`src/rtl/dmux8_dispatch_pkg.sv`:
```
// Shared types and constants for the 8-lane dispatch demultiplexer.
package dmux8_dispatch_pkg;

  localparam int LANES   = 8;
  localparam int SEL_W   = 3;
  localparam int STALL_W = 8;

  typedef enum logic [0:0] {
    IDLE = 1'b0,
    SEND = 1'b1
  } state_e;

  function automatic logic [LANES-1:0] lane_onehot(input logic [SEL_W-1:0] sel);
    logic [LANES-1:0] v;
    v      = '0;
    v[sel] = 1'b1;
    return v;
  endfunction

endpackage

```
`src/rtl/dispatch_fifo2.sv`:
```
// Two-entry FIFO holding {sel, data} words between the source and the lane holding register.
module dispatch_fifo2 #(
  parameter int W = 19
) (
  input  logic         clk,
  input  logic         reset,
  input  logic         push_i,
  input  logic         pop_i,
  input  logic [W-1:0] wdata_i,
  output logic [W-1:0] rdata_o,
  output logic         empty_o,
  output logic         full_o,
  output logic         empty_next_o
);

  logic [W-1:0] mem_q [2];
  logic         rd_ptr_q;
  logic         wr_ptr_q;
  logic [1:0]   count_q;
  logic [1:0]   count_d;
  logic         do_push;
  logic         do_pop;

  assign do_push = push_i & (count_q != 2'd2);
  assign do_pop  = pop_i & (count_q != 2'd0);

  // Occupancy next-state; a simultaneous push and pop leaves it unchanged.
  always_comb begin
    count_d = count_q;
    case ({do_push, do_pop})
      2'b10:   count_d = count_q + 2'd1;
      2'b01:   count_d = count_q - 2'd1;
      default: count_d = count_q;
    endcase
  end

  always_ff @(posedge clk or posedge reset) begin
    if (reset) begin
      count_q  <= 2'd0;
      rd_ptr_q <= 1'b0;
      wr_ptr_q <= 1'b0;
      mem_q[0] <= '0;
      mem_q[1] <= '0;
    end else begin
      count_q <= count_d;
      if (do_push) begin
        mem_q[wr_ptr_q] <= wdata_i;
        wr_ptr_q        <= ~wr_ptr_q;
      end
      if (do_pop) begin
        rd_ptr_q <= ~rd_ptr_q;
      end
    end
  end

  assign rdata_o      = mem_q[rd_ptr_q];
  assign empty_o      = (count_q == 2'd0);
  assign full_o       = (count_q == 2'd2);
  assign empty_next_o = (count_d == 2'd0);

endmodule

```
`src/rtl/dmux8_dispatch.sv`:
```
// Routes buffered words to one of 8 lanes with valid/ready handshakes.
// Optional stall timeout/drop enabled by defining DMUX8_DISPATCH_TIMEOUT_EN.
module dmux8_dispatch
  import dmux8_dispatch_pkg::*;
#(
  parameter int WIDTH   = 16,
  parameter int TIMEOUT = 15
) (
  input  logic                   clk,
  input  logic                   reset,
  input  logic                   in_valid,
  output logic                   in_ready,
  input  logic [WIDTH-1:0]       in_data,
  input  logic [SEL_W-1:0]       in_sel,
  output logic [LANES*WIDTH-1:0] out_data,
  output logic [LANES-1:0]       out_valid,
  input  logic [LANES-1:0]       out_ready,
  output logic                   busy,
  output logic                   err_timeout
);

  localparam int FW = WIDTH + SEL_W;

  if ((TIMEOUT < 1) || (TIMEOUT > 255)) begin : g_timeout_range
    $error("dmux8_dispatch: TIMEOUT must be within 1..255");
  end

  logic [FW-1:0]          fifo_rdata;
  logic                   fifo_empty;
  logic                   fifo_full;
  logic                   fifo_empty_next;
  logic                   push;
  logic                   pop;

  state_e                 state_q, state_d;
  logic [WIDTH-1:0]       hold_data_q, hold_data_d;
  logic [SEL_W-1:0]       hold_sel_q, hold_sel_d;
  logic                   ready_en_q;
  logic [LANES-1:0]       out_valid_q, out_valid_d;
  logic [LANES*WIDTH-1:0] out_data_q, out_data_d;
  logic                   busy_q, busy_d;

  logic                   sending;
  logic                   lane_rdy;
  logic                   deliver;
  logic                   drop;
  logic                   release_word;

  dispatch_fifo2 #(
    .W (FW)
  ) u_fifo (
    .clk          (clk),
    .reset        (reset),
    .push_i       (push),
    .pop_i        (pop),
    .wdata_i      ({in_sel, in_data}),
    .rdata_o      (fifo_rdata),
    .empty_o      (fifo_empty),
    .full_o       (fifo_full),
    .empty_next_o (fifo_empty_next)
  );

  // ready_en_q keeps in_ready low until the first edge after reset releases.
  assign in_ready     = ready_en_q & ~fifo_full;
  assign push         = in_valid & in_ready;
  assign sending      = (state_q == SEND);
  assign lane_rdy     = out_ready[hold_sel_q];
  assign deliver      = sending & lane_rdy;
  assign release_word = deliver | drop;
  assign pop          = ~fifo_empty & (~sending | release_word);

`ifdef DMUX8_DISPATCH_TIMEOUT_EN
  logic [STALL_W-1:0] stall_q, stall_d;
  logic               err_q;

  // Drop fires on the stalled edge at which the counter would reach TIMEOUT.
  assign drop = sending & ~lane_rdy & (stall_q == STALL_W'(TIMEOUT - 1));

  always_comb begin
    stall_d = stall_q;
    if (pop | release_word) begin
      stall_d = '0;
    end else if (sending & ~lane_rdy) begin
      stall_d = stall_q + 8'd1;
    end else begin
      stall_d = stall_q;
    end
  end

  always_ff @(posedge clk or posedge reset) begin
    if (reset) begin
      stall_q <= '0;
      err_q   <= 1'b0;
    end else begin
      stall_q <= stall_d;
      err_q   <= drop;
    end
  end

  assign err_timeout = err_q;
`else
  assign drop        = 1'b0;
  assign err_timeout = 1'b0;
`endif

  // Holding register and FSM: load on pop, clear when the last word leaves.
  always_comb begin
    state_d     = state_q;
    hold_data_d = hold_data_q;
    hold_sel_d  = hold_sel_q;
    if (pop) begin
      state_d     = SEND;
      hold_data_d = fifo_rdata[WIDTH-1:0];
      hold_sel_d  = fifo_rdata[FW-1:WIDTH];
    end else if (release_word) begin
      state_d     = IDLE;
      hold_data_d = '0;
      hold_sel_d  = '0;
    end else begin
      state_d     = state_q;
    end
  end

  always_comb begin
    out_valid_d = '0;
    out_data_d  = '0;
    if (state_d == SEND) begin
      out_valid_d = lane_onehot(hold_sel_d);
    end else begin
      out_valid_d = '0;
    end
    for (int k = 0; k < LANES; k++) begin
      out_data_d[k*WIDTH +: WIDTH] = out_valid_d[k] ? hold_data_d : {WIDTH{1'b0}};
    end
    busy_d = ~fifo_empty_next | (state_d == SEND);
  end

  always_ff @(posedge clk or posedge reset) begin
    if (reset) begin
      state_q     <= IDLE;
      hold_data_q <= '0;
      hold_sel_q  <= '0;
      ready_en_q  <= 1'b0;
      out_valid_q <= '0;
      out_data_q  <= '0;
      busy_q      <= 1'b0;
    end else begin
      state_q     <= state_d;
      hold_data_q <= hold_data_d;
      hold_sel_q  <= hold_sel_d;
      ready_en_q  <= 1'b1;
      out_valid_q <= out_valid_d;
      out_data_q  <= out_data_d;
      busy_q      <= busy_d;
    end
  end

  assign out_valid = out_valid_q;
  assign out_data  = out_data_q;
  assign busy      = busy_q;

endmodule

```
`config.mk`:
```
export PLATFORM = sky130hd
export DESIGN_NAME = dmux8_dispatch
export DESIGN_NICKNAME = d
export VERILOG_FILES = /design/src/rtl/dmux8_dispatch_pkg.sv /design/src/rtl/dispatch_fifo2.sv /design/src/rtl/dmux8_dispatch.sv
export SDC_FILE = /design/constraint.sdc
export NUM_CORES = 1
export LEC_CHECK = 0
export ABC_CLOCK_PERIOD_IN_PS = 5900
export BUFFER_PORTS_ARGS = -buffer_cell sky130_fd_sc_hd__buf_2
export CAP_MARGIN = 20
export CORE_MARGIN = 8
export CORE_UTILIZATION = 54
export DETAILED_ROUTE_END_ITERATION = 8
export PLACE_DENSITY = 0.8
export RECOVER_POWER = 25
export SYNTH_ARGS = -nofsm -noshare
export SYNTH_HDL_FRONTEND = slang
export SYNTH_HIERARCHICAL = 1
export SYNTH_SLANG_ARGS = --single-unit
```
`constraint.sdc`:
```
create_clock -name clk -period 5.9 [get_ports clk]
set_input_delay 0.295 -clock clk [delete_from_list [all_inputs] [get_ports clk]]
set_output_delay 0.295 -clock clk [all_outputs]
set_load 0.05 [all_outputs]
```
Word-level counts from Yosys, hierarchy flattened
Cells that the tools add are included.

word-level totals
  bits in read-only memories = 0
  bits in latches = 0
  bits in writable memories = 0
  register bits = 200
  memories kept = 0
  word-level logic and storage cells = 71

cells by class
  bitwise logic cells = 16
  reductions and logical operators = 5
  add/subtract/negate cells = 2
  shift operators = 0
  muxes and demuxes = 26
  $mul = 0
  eq/ne operators = 4
  order comparisons = 6
  divide/modulo/power cells = 0

operators with widths
  kind                 count
  $mux 16              10
  $mux 19              4
  $bwmux 38            1
  $demux 19 s1         1
  $lt 3x4->1 const B   2
  $mux 8               1
  $and 1x1->1          6
  $mux 3               2
  $not 1->1            6
  $eq 2x2->1 const B   2
  $ge 2x2->1 const B   2
  $logic_not 2->1      2
  $mux 1               4
  $not 1->2            2
  $pmux 2 s2           1
  $bmux 1 s3           1
  $demux 1 s3          1
  $ge 3x1->1 const B   1
  $add 2x1->2 const B  1
  $eq 2x1->1 const B   1
  $logic_and 1x1->1    2
  $lt 2x1->1 const B   1
  $ne 2x2->1 const B   1
  $or 1x1->1           2
  other kinds (2)      2

Longest topological paths before layout
  word-level depth = 12
  depth in mapped cells = 12
  mapped depth without buffers = 10

Hierarchy
The synthesis kept the hierarchy.

by module, submodules not included
  module          times used  area each (um^2)  cells an instance  sequential area each (um^2)
  dmux8_dispatch  1           5602.9            428                3953.8
  dispatch_fifo2  1           1964.4            123                1051.0

Worst setup path after synthesis
No wires, ideal clock.

  path kind = register -> register
  from = register hold_sel_q[0]
  to = register busy_q, in the netlist busy
  stages on the path, launching flop included = 12
  path slack = 3314 ps
  data arrival time = 2439 ps
  period minus slack after synthesis = 2586 ps
  data required time = 5754 ps
  cells stage by stage = dfrtp_1 -> buf_6 -> mux2i_1 -> mux4_2 -> buf_6 -> a21oi_4 -> buf_6 -> nor2b_1 -> ha_1 -> nor2_1 -> a22o_1 -> nand3_1

on the way
  longest elaborated chain between the ends = 11
  elaborated cells between the ends (all ways) = 14
  classes of those cells = eq/ne: 2; mux: 5; bitwise: 6; reduce/logical: 1

RTL lines
  item                                      RTL line               source
  start: declaration                        dmux8_dispatch.sv:37   logic [SEL_W-1:0] hold_sel_q, hold_sel_d;
  start signal: assignment                  dmux8_dispatch.sv:150  hold_sel_q <= hold_sel_d;
  $bmux 1 s3 (*)                            dmux8_dispatch.sv:67   assign lane_rdy = out_ready[hold_sel_q];
  $mux 1 (implied by the code) (*)          dmux8_dispatch.sv:67
  $and 1x1->1 (*)                           dmux8_dispatch.sv:68   assign deliver = sending & lane_rdy;
  $or 1x1->1 (*)                            dmux8_dispatch.sv:70   assign pop = ~fifo_empty & (~sending | release_word);
  $and 1x1->1 (*)                           dmux8_dispatch.sv:70
  net pop                                   dmux8_dispatch.sv:33   logic pop;
  $and 1x1->1 (*)                           dispatch_fifo2.sv:25   assign do_pop = pop_i & (count_q != 2'd0);
  net u_fifo.do_pop                         dispatch_fifo2.sv:22   logic do_pop;
  $eq 2x1->1 or $eq 2x2->1 (tied branches)  dispatch_fifo2.sv:30   case ({do_push, do_pop})
  $pmux 2 s2 (*)                            dispatch_fifo2.sv:30
  $logic_not 2->1 (*)                       dispatch_fifo2.sv:59   assign empty_next_o = (count_d == 2'd0);
  net fifo_empty_next                       dmux8_dispatch.sv:31   logic fifo_empty_next;
  $not 1->1 (*)                             dmux8_dispatch.sv:135  busy_d = ~fifo_empty_next | (state_d == SEND);
  $or 1x1->1 (*)                            dmux8_dispatch.sv:135
  net busy_d                                dmux8_dispatch.sv:41   logic busy_q, busy_d;
  end signal: assignment                    dmux8_dispatch.sv:154  busy_q <= busy_d;
  end: declaration                          dmux8_dispatch.sv:41

The timed path passes the listed nets; every way through them passes the cells marked *. The select of a mux whose other input is x is not followed.
A chain may end at the register's enable or synchronous reset.

Worst setup path in the final report
  from = register hold_sel_q[0]
  to = register busy_q, in the netlist busy

on the way
  longest elaborated chain between the ends = 11
  elaborated cells between the ends (all ways) = 14
  classes of those cells = eq/ne: 2; mux: 5; bitwise: 6; reduce/logical: 1

RTL lines
  item                                      RTL line
  $bmux 1 s3 (*)                            dmux8_dispatch.sv:67
  $mux 1 (implied by the code) (*)          dmux8_dispatch.sv:67
  $and 1x1->1 (*)                           dmux8_dispatch.sv:68
  $or 1x1->1 (*)                            dmux8_dispatch.sv:70
  $and 1x1->1 (*)                           dmux8_dispatch.sv:70
  $and 1x1->1 (*)                           dispatch_fifo2.sv:25
  net u_fifo.do_pop                         dispatch_fifo2.sv:22
  $eq 2x1->1 or $eq 2x2->1 (tied branches)  dispatch_fifo2.sv:30
  $pmux 2 s2 (*)                            dispatch_fifo2.sv:30
  $logic_not 2->1 (*)                       dispatch_fifo2.sv:59
  net fifo_empty_next                       dmux8_dispatch.sv:31
  $not 1->1 (*)                             dmux8_dispatch.sv:135
  $or 1x1->1 (*)                            dmux8_dispatch.sv:135
  net busy_d                                dmux8_dispatch.sv:41

Marks and branches as above.

==> results.yml <==
status:
  status: "complete, but fails checks"
  violations: "max-capacitance violations, max-slew violations"
timing:
  fin_crit_ns: 3.41
  tightestPinTransition_ns: 3.33
  finalHoldViolCount: 0
  clock_skew_ns: 0.0126
  max_slew_margin_pct: -123
  max_freq_mhz: 293
  rsz0062_at_grt: "false"
  setup_violations: 0
  slew_viol_final: 121
  period_share_pct: 57.8
  tns_ns: 0
finish:
  fillers: 1080
  antenna_cells: 0
  drive_gt1_share_pct: 38.8
  syn2layout_area_growth_pct: 19.0
  num-nets-final: 744
  fin_util_pct: 65.4
pwr:
  p_int_mw: 3.22
  p_switching_mw: 2.73
  pwr_density_cell_nw_per_um2: 660
  p_seq_share_pct: 33.8
  power.total_mw: 5.95
  power_frac_clock_pct: 19.4
  ir_drop_mv: 0.433
  combinationalPowerShare_pct: 46.8
  switching_share_pct: 45.8
  p_leak_nw: 4.75
route:
  totalWireLength_um: 17900
  wl_met3_um: 1210
  via_count: 4674
  drt_iter0_drc: 307
  top_layer: "met4"
  wl_met2_um: 9070
  wl_met1_um: 7180
  firstDrtPassIters: 4
  postRouteAntennaNets: 0
  routedWlPerCell_um: 19.8
  post_drt_via_cell_ratio: 5.16
  drc_errors: 0
synth:
  syn_avg_cell_area_sq_um: 13.7
  synthFlopType: "dfrtp_1"
  synth_fp_nets: 582
  syn_inst: 551
  yosysSeqAreaShare_pct: 66.1
  synth-async-reset-ratio_pct: 100
  yosysWarnings: 6
  synth_seq_cells: 200
  syn_area_sq_um: 7570
  synth_edf_count: 0
  synth_cell_types: 43
floorplanning:
  initial_core_util_pct: 54.9
  core-area_sq_um: 13800
  die_h_um: 134
  dieArea_sq_um: 18100
  fp-row-count: 43
  die_x_um: 134
  boundaryPins: 169
clock_network:
  post-cts-setup-buffers: 0
  cts_resized: 0
  postCtsHoldBufs: 0
  cts_inserted_buffers: 17
  clk_latency_ns: 0.43
  cts_tree: "done"
  path_clk_slew_ns: 0.07
  clock_path_buffers: 2
  htreeDepth: 4
  cts_sinks: 200
  cts-root-buf: "clkbuf_16"
global_route:
  antenna_found_initial: 0
  grt_pass1_vias: 5035
  grt_usage_pct: 20.4
  overflow: 0
  grt_start_max_net_pins: 83
  grt_pass1_wl_um: 28100
place:
  port_buffers: 167
  routabilityCongestion: 0.866
  dp_hpwl_um: 12700
run:
  drv_cap: 2
setup_path:
  cp_cell_sequence: "mux2i_1 > mux4_2 > a21oi_4 > nor2b_1 > ha_1 > nor2_1 > a22o_1 > nand3_1"
  cp_top_family: "compound AO/OA/AOI/OAI gates"
  crit_required_ns: 6.16
  crit_buf_inv: 0
  end_kind: "flop"
  slowest_delay_ns: 0.85
  crit_path_top_delay_cell: "a21oi_4"
  cp.arrival_ns: 3.67
  critPathKind: "reg2reg"
  cp_max_fo: 22
  crit_path_start_kind: "flop"
min_path:
  min-delay-path-class: "in2reg"
==> synth_stat cells, types with 2 or more instances <==
master / instances / area [sq um]
mux2i_2: 14 / 193
inv_1: 24 / 90.1
buf_4: 3 / 22.5
buf_6: 10 / 113
clkbuf_1: 7 / 26.3
dfrtp_1: 200 / 5000
o21ai_0: 3 / 15.0
o22ai_4: 3 / 60.1
o211ai_2: 3 / 37.5
buf_2: 4 / 20.0
nand3b_1: 2 / 15.0
a21boi_0: 16 / 120
nand3_1: 4 / 20.0
mux2_4: 20 / 300
nor2_1: 133 / 499
buf_12: 2 / 40.0
nand2_1: 14 / 52.6
inv_2: 3 / 11.3
o21bai_1: 2 / 15.0
mux2_2: 42 / 473
xnor2_1: 4 / 35.0
conb_1: 2 / 7.51
a21oi_4: 2 / 32.5
nor2b_1: 4 / 25.0
a21oi_1: 3 / 15.0
xor2_1: 2 / 17.5
mux4_2: 2 / 45.0
mux2i_1: 6 / 60.1
mux2i_4: 3 / 67.6
==> kinds of logic (layout without fill, tap and decap cells) <==
kind of cell	after synthesis	after routing	synth area share, %
AND/OR/NAND/NOR	165	165	9.01
adder cells (fa/ha/maj)	1	1	0.165
buffers and inverters	54	229	4.32
other	2	2	0.0992
XOR/XNOR	6	6	0.694
multiplexers	87	87	15.0
AO/OA/AOI/OAI	36	36	4.53
flip-flops	200	200	66.1
==> routing by layer <==
metal | global-route usage [%] | vias to the layer above
met3 | 6.51 | 31
met1 | 24.5 | 2402
li1 | - | 2097
met4 | 9.11 | 0
met5 | 0 | -
met2 | 33.0 | 144
==> power groups by stage <==
stage / Clock [mW] / Sequential [mW] / Combinational, mW
2_1_floorplan: 0 / 2.64 / 1.56
3_3_place_gp: 0 / 2.01 / 2.72
3_5_place_dp: 0 / 2.03 / 2.81
4_1_cts: 1.17 / 2.01 / 2.81
5_1_grt: 1.22 / 2.06 / 2.98
6_report: 1.15 / 2.01 / 2.79
==> placed cells by master, fill, tap and decap left out, types with 14 or more instances in the layout <==
cell | synthesis | final
inv_1 | 24 | 23
dfrtp_1 | 200 | 200
mux2_2 | 42 | 42
nand2_1 | 14 | 14
buf_2 | 4 | 150
mux2_4 | 20 | 20
nor2_1 | 133 | 133
a21boi_0 | 16 | 16
mux2i_2 | 14 | 14
clkbuf_16 | 0 | 17
clkbuf_1 | 7 | 18
==> area by class of cell <==
type	count	area (sq um)	share of cell area, %
multi-input cells	297	2240	24.8
clock inverters	14	160	1.78
inverters	27	103	1.14
clock buffers	18	439	4.87
repair buffers	170	841	9.33
flip-flops and latches	200	5000	55.6
well taps	180	225	2.50
==> sequential cells by signal, indices dropped and copies added (netlist names), 2 cells and up <==
signal and cells:
out_valid 8, hold_data_q 16, u_fifo/mem_q 38, out_data 128, u_fifo/count_q 2, hold_sel_q 3
==> worst paths after layout <==
path                            startpoint              end  slack (ns)  depth (start not counted)
max                          hold_sel_q[0]             busy        2.49                          8
min                             in_data[8]  u_fifo/mem_q[8]        0.11                          2
max reg2reg                  hold_sel_q[0]             busy        2.49                          8
min reg2reg                u_fifo/wr_ptr_q  u_fifo/wr_ptr_q        0.50                          1
max in group asynchronous            reset    out_data[114]        3.00                          3
min in group asynchronous            reset  u_fifo/mem_q[8]        0.68                          3
==> stage by stage <==
stage | hold slack (ns) | instances | area (sq um) | setup WS, ns
floorplan | 0.443 | 551 | 7570 | 1.34
global placement | 0.451 | 873 | 8420 | 2.63
detailed placement | 0.471 | 874 | 8440 | 2.50
CTS | 0.00499 | 906 | 9040 | 2.50
global route | 0.106 | 906 | 9010 | 2.25
finish | 0.112 | 906 | 9010 | 2.49
(Power assumes the default switching activity.)
